--- src/rtl/char_buf_writer_16x16.sv ---
// Writable 16x16 character buffer. A valid/ready producer stream is placed at a
// hardware cursor (newline, backspace, wrap, clear); the display reads the
// buffer through a registered char_xy -> char_code port with one-cycle latency.
module char_buf_writer_16x16 #(
    parameter int unsigned HOR_CHAR_NUMBER = 16,
    parameter int unsigned VER_CHAR_NUMBER = 16,
    parameter logic [6:0]  FILL_CHAR       = 7'h20
) (
    input  logic       clk,
    input  logic       rst,
    input  logic       wr_valid,
    input  logic [7:0] wr_char,
    output logic       wr_ready,
    input  logic       clear,
    output logic       busy,
    output logic [7:0] cursor_xy,
    input  logic [7:0] char_xy,
    output logic [6:0] char_code
);

    localparam int unsigned Depth = HOR_CHAR_NUMBER * VER_CHAR_NUMBER;

    typedef enum logic [0:0] {StClear, StIdle} state_e;

    state_e     state_q, state_d;
    logic [7:0] sweep_q, sweep_d;
    logic [7:0] cursor_q, cursor_d;
    logic [6:0] char_code_q;

    logic       we;
    logic [7:0] waddr;
    logic [6:0] wdata;

    logic [6:0] mem [Depth];

    // Next-state, handshake and single write-port arbitration.
    always_comb begin
        state_d  = state_q;
        sweep_d  = sweep_q;
        cursor_d = cursor_q;
        we       = 1'b0;
        waddr    = cursor_q;
        wdata    = FILL_CHAR;
        wr_ready = 1'b0;
        busy     = 1'b0;
        case (state_q)
            StClear: begin
                // clear is ignored here so a sweep never restarts.
                busy    = 1'b1;
                we      = 1'b1;
                waddr   = sweep_q;
                sweep_d = sweep_q + 8'd1;
                if (sweep_q == 8'hFF) begin
                    state_d = StIdle;
                end
            end
            StIdle: begin
                wr_ready = ~clear;
                if (clear) begin
                    state_d  = StClear;
                    sweep_d  = 8'd0;
                    cursor_d = 8'd0;
                end else if (wr_valid) begin
                    if (wr_char >= 8'h20 && wr_char <= 8'h7E) begin
                        // Address is {y, x}; the 8-bit increment carries x into y
                        // and wraps (15,15) back to (0,0).
                        we       = 1'b1;
                        wdata    = wr_char[6:0];
                        cursor_d = cursor_q + 8'd1;
                    end else if (wr_char == 8'h0A || wr_char == 8'h0D) begin
                        cursor_d = {cursor_q[7:4] + 4'd1, 4'd0};
                    end else if (wr_char == 8'h08) begin
                        if (cursor_q != 8'd0) begin
                            we       = 1'b1;
                            waddr    = cursor_q - 8'd1;
                            cursor_d = cursor_q - 8'd1;
                        end
                    end
                end
            end
            default: begin
                state_d = StClear;
                sweep_d = 8'd0;
            end
        endcase
    end

    // FSM, sweep counter and cursor registers.
    always_ff @(posedge clk or posedge rst) begin
        if (rst) begin
            state_q  <= StClear;
            sweep_q  <= 8'd0;
            cursor_q <= 8'd0;
        end else begin
            state_q  <= state_d;
            sweep_q  <= sweep_d;
            cursor_q <= cursor_d;
        end
    end

    // Character RAM write port; contents are rebuilt by the sweep after reset.
    always_ff @(posedge clk) begin
        if (we) begin
            mem[waddr] <= wdata;
        end
    end

    // Registered read port; read-first on a same-address write.
    always_ff @(posedge clk or posedge rst) begin
        if (rst) begin
            char_code_q <= 7'h00;
        end else begin
            char_code_q <= mem[char_xy];
        end
    end

    assign cursor_xy = cursor_q;
    assign char_code = char_code_q;

endmodule

--- config.mk ---
export PLATFORM = sky130hd
export DESIGN_NAME = char_buf_writer_16x16
export DESIGN_NICKNAME = d
export VERILOG_FILES = /design/src/rtl/char_buf_writer_16x16.sv
export SDC_FILE = /design/constraint.sdc
export NUM_CORES = 2
export LEC_CHECK = 0
export ABC_CLOCK_PERIOD_IN_PS = 10800
export BUFFER_PORTS_ARGS = -buffer_cell sky130_fd_sc_hd__buf_2
export CAP_MARGIN = 20
export CORE_UTILIZATION = 40
export DETAILED_ROUTE_END_ITERATION = 10
export GPL_TIMING_DRIVEN = 0
export PLACE_DENSITY_LB_ADDON = 0.3
export SLEW_MARGIN = 25
export SYNTH_ARGS = -nofsm -noshare
export SYNTH_HDL_FRONTEND = slang
export SYNTH_SLANG_ARGS = --single-unit
--- constraint.sdc ---
create_clock -name clk -period 10.8 [get_ports clk]
set_input_delay 0.54 -clock clk [delete_from_list [all_inputs] [get_ports clk]]
set_output_delay 0.54 -clock clk [all_outputs]
set_load 0.005 [all_outputs]
==> impl_metrics.yaml <==
route:
  routed_wirelength_um: 200000
  via_count: 37319
  drtAntennaViolNets: 0
  drt_iter0_drc: 5253
  drc_errors: 0
  via_per_inst: 5.93
  drt-pass1-iter-count: 5
  wl_per_cell_um: 31.8
timing:
  whs_ns: 0.290
  finalHoldViolCount: 0
  tightest_slew_ns: 1.14
  fin_crit_ns: 5.56
  max_slew_margin_pct: 23.9
  fin_skew_ns: 0.0251
  period_share_pct: 51.5
  rsz0062_at_grt: "false"
  slew_viol_final: 0
  clock.fmax_mhz: 180
  finalSetupViolations: 0
clock_tree:
  clock-sinks: 1816
  cts_tree: "built"
  cts_root_buf: "clkbuf_16"
  htreeDepth: 4
  clk_pin_slew_ns: 0.06
  numCtsBuffers: 179
  cts_buffer_depth: 3
  clock_latency_ns: 0.81
  cts_hold_buf: 2
  cts_resized: 0
  post_cts_buffers: 0
worst_setup_path:
  crit_path_cell_trace: "buf_2 > clkbuf_1 > buf_2 > buf_1 > clkbuf_1 > a211oi_1 > o311ai_1 > o41ai_2 > nor3_1"
  arrival_ns: 6.21
  worstSetupStartpointType: "input pin"
  cp_top_family: "buffers and inverters"
  crit_buf_inv: 5
  setup.worst_path.class: "in2reg"
  cp-end-kind: "register"
  crit_cells: 9
  cp.required_ns: 11.44
  path_max_fanout: 10
  r2r_cells: 10
  worst_path_largest_cell_delay_ns: 0.96
  cp_slowest_cell: "o311ai_1"
yosys:
  synth_cell_types: 71
  ys_ff_latch: 1816
  netlist_area_mm2: 0.0712
  ys.flop_type: "edfxtp_1"
  ys_seq_area_share_pct: 76.4
  async_flop_share_pct: 1.32
  synthesis.nets: 3566
  synth_edf_count: 1792
  avgSynthCellArea_um2: 20.1
  synthCells: 3539
  synth_warnings: 0
pwr:
  power.density_mw_per_mm2: 188
  p_leak_nw: 28.4
  peakVddDrop_mv: 0.137
floorplanning:
  ioPinCount: 37
  dieArea_mm2: 0.180
  core_area_mm2: 0.176
  die_h_um: 424
  start_util_pct: 40.3
  die_x_um: 424
  core.rowCount: 154
global_route:
  grt_use_total_pct: 22.2
  grt_pass1_vias: 36904
  grt_first_pass_wirelength_um: 280000
  gr-total-overflow: 0
  antenna_found_initial: 9
  grt_max_degree: 77
hold_path:
  hold_path.class: "in2reg"
  holdPathStages: 2
finish:
  layout.nets: 3836
  area.growth.synth_to_final_pct: 14.4
  fin_cells: 6297
  final_layout_size_suffix_gt1_share_pct: 23.4
flow_run:
  maxCapViolCount: 0
outcome:
  status: "finished clean"
placement:
  place.port_buffers: 34
  dp_cells: 5966
  gp_congestion: 0.912
  dpl.hpwl_um: 138000
[stage by stage]
step	cell area (µm²)	TNS, ns	utilization (%)	total power, mW	setup WS [ns]
final	81400	0	46.1	15.3	5.24
after global routing	81400	0	46.1	15.6	5.18
after CTS	81400	0	46.1	15.3	5.43
after detailed placement	75800	0	42.9	9.37	4.63
after global placement	74300	-2781.53	42.1	9.26	-10.90
after floorplan	71200	0	-	8.62	0.812
[cells in the mapped netlist (all sizes together) (5+ instances only)]
master | number | area share [%]
o41ai | 7 | 0.086
a22oi | 119 | 1.3
a211oi | 15 | 0.16
or2 | 6 | 0.053
mux4 | 393 | 12
o311ai | 7 | 0.086
nor3 | 27 | 0.19
nor2 | 308 | 1.8
inv | 14 | 0.074
a22o | 20 | 0.25
a21oi | 86 | 0.60
a21boi | 6 | 0.063
or3 | 20 | 0.18
o221ai | 11 | 0.14
a21o | 7 | 0.074
nand2 | 58 | 0.31
dfrtp | 24 | 0.84
a2111oi | 7 | 0.086
and3 | 7 | 0.062
nor4 | 11 | 0.097
buf | 87 | 0.56
edfxtp | 1792 | 76
nand3b | 10 | 0.11
nand3 | 39 | 0.41
ha | 7 | 0.12
nand2b | 10 | 0.088
clkbuf | 129 | 0.68
o22ai | 42 | 0.37
nor2b | 10 | 0.088
o21ai | 44 | 0.31
a31oi | 13 | 0.14
a221oi | 11 | 0.14
or3b | 5 | 0.062
mux2 | 22 | 0.35
and2 | 13 | 0.11
mux2i | 109 | 1.5
[power by group]
group          switching, mW  leakage [nW]  internal [mW]
Combinational           1.06          6.02          0.386
Sequential            0.0508          19.7           7.76
Clock                   2.68          2.75           3.34
[cell type report]
class                      count  area [µm²]
antenna                        4        10.0
buffer                       216         968
clock buffer                 223        4740
clock inverter               102         868
fill                       14899       95100
inverter                      14        52.6
multi-input combinational   1493       16000
sequential                  1816       54400
tap                         2340        2930
timing repair buffer          89        1480
[cell families after synthesis]
kind of cell	after synthesis	synth area share, %
AOI/OAI and AO/OA	422	4.09
xor gates and xnor gates	4	0.0492
adders and majority gates	7	0.123
buffers and inverters	230	1.31
DFF	1816	76.4
muxes	524	14.3
and+or+nand+nor	536	3.69
[final timing paths]
check                      slack, ns            to         start
setup / recovery                5.24  char_code[4]    char_xy[2]
hold / removal                  0.29    mem[57][2]    wr_char[2]
setup reg to reg                5.25   mem[150][0]  cursor_xy[0]
hold reg to reg                 0.56    sweep_q[7]    sweep_q[7]
max in group asynchronous      10.02    sweep_q[6]           rst
min in group asynchronous       0.37  char_code[3]           rst
[cell usage in the layout, fill, tap and decap left out, types with 43 or more instances in the layout]
master and n:
a21oi_1 86, a22oi_1 119, buf_2 75, clkbuf_1 136
clkbuf_16 182, clkinv_1 44, edfxtp_1 1792, mux2i_1 109
mux4_2 393, nand2_1 58, nor2_1 259, nor2_2 49
o21ai_0 43
[sequential cells by signal (all words and copies together), names as in the netlist]
| register | flops |
|---|---|
| cursor_xy | 8 |
| sweep_q | 8 |
| char_code | 7 |
| mem | 1792 |
| state_q | 1 |
[layer usage]
layer | track usage, % | share of wire (%)
met5 | 0 | 0
met4 | 7.59 | 3.4
met3 | 5.30 | 9.7
met2 | 34.9 | 47
met1 | 30.4 | 40
(Power assumes the default switching activity.)
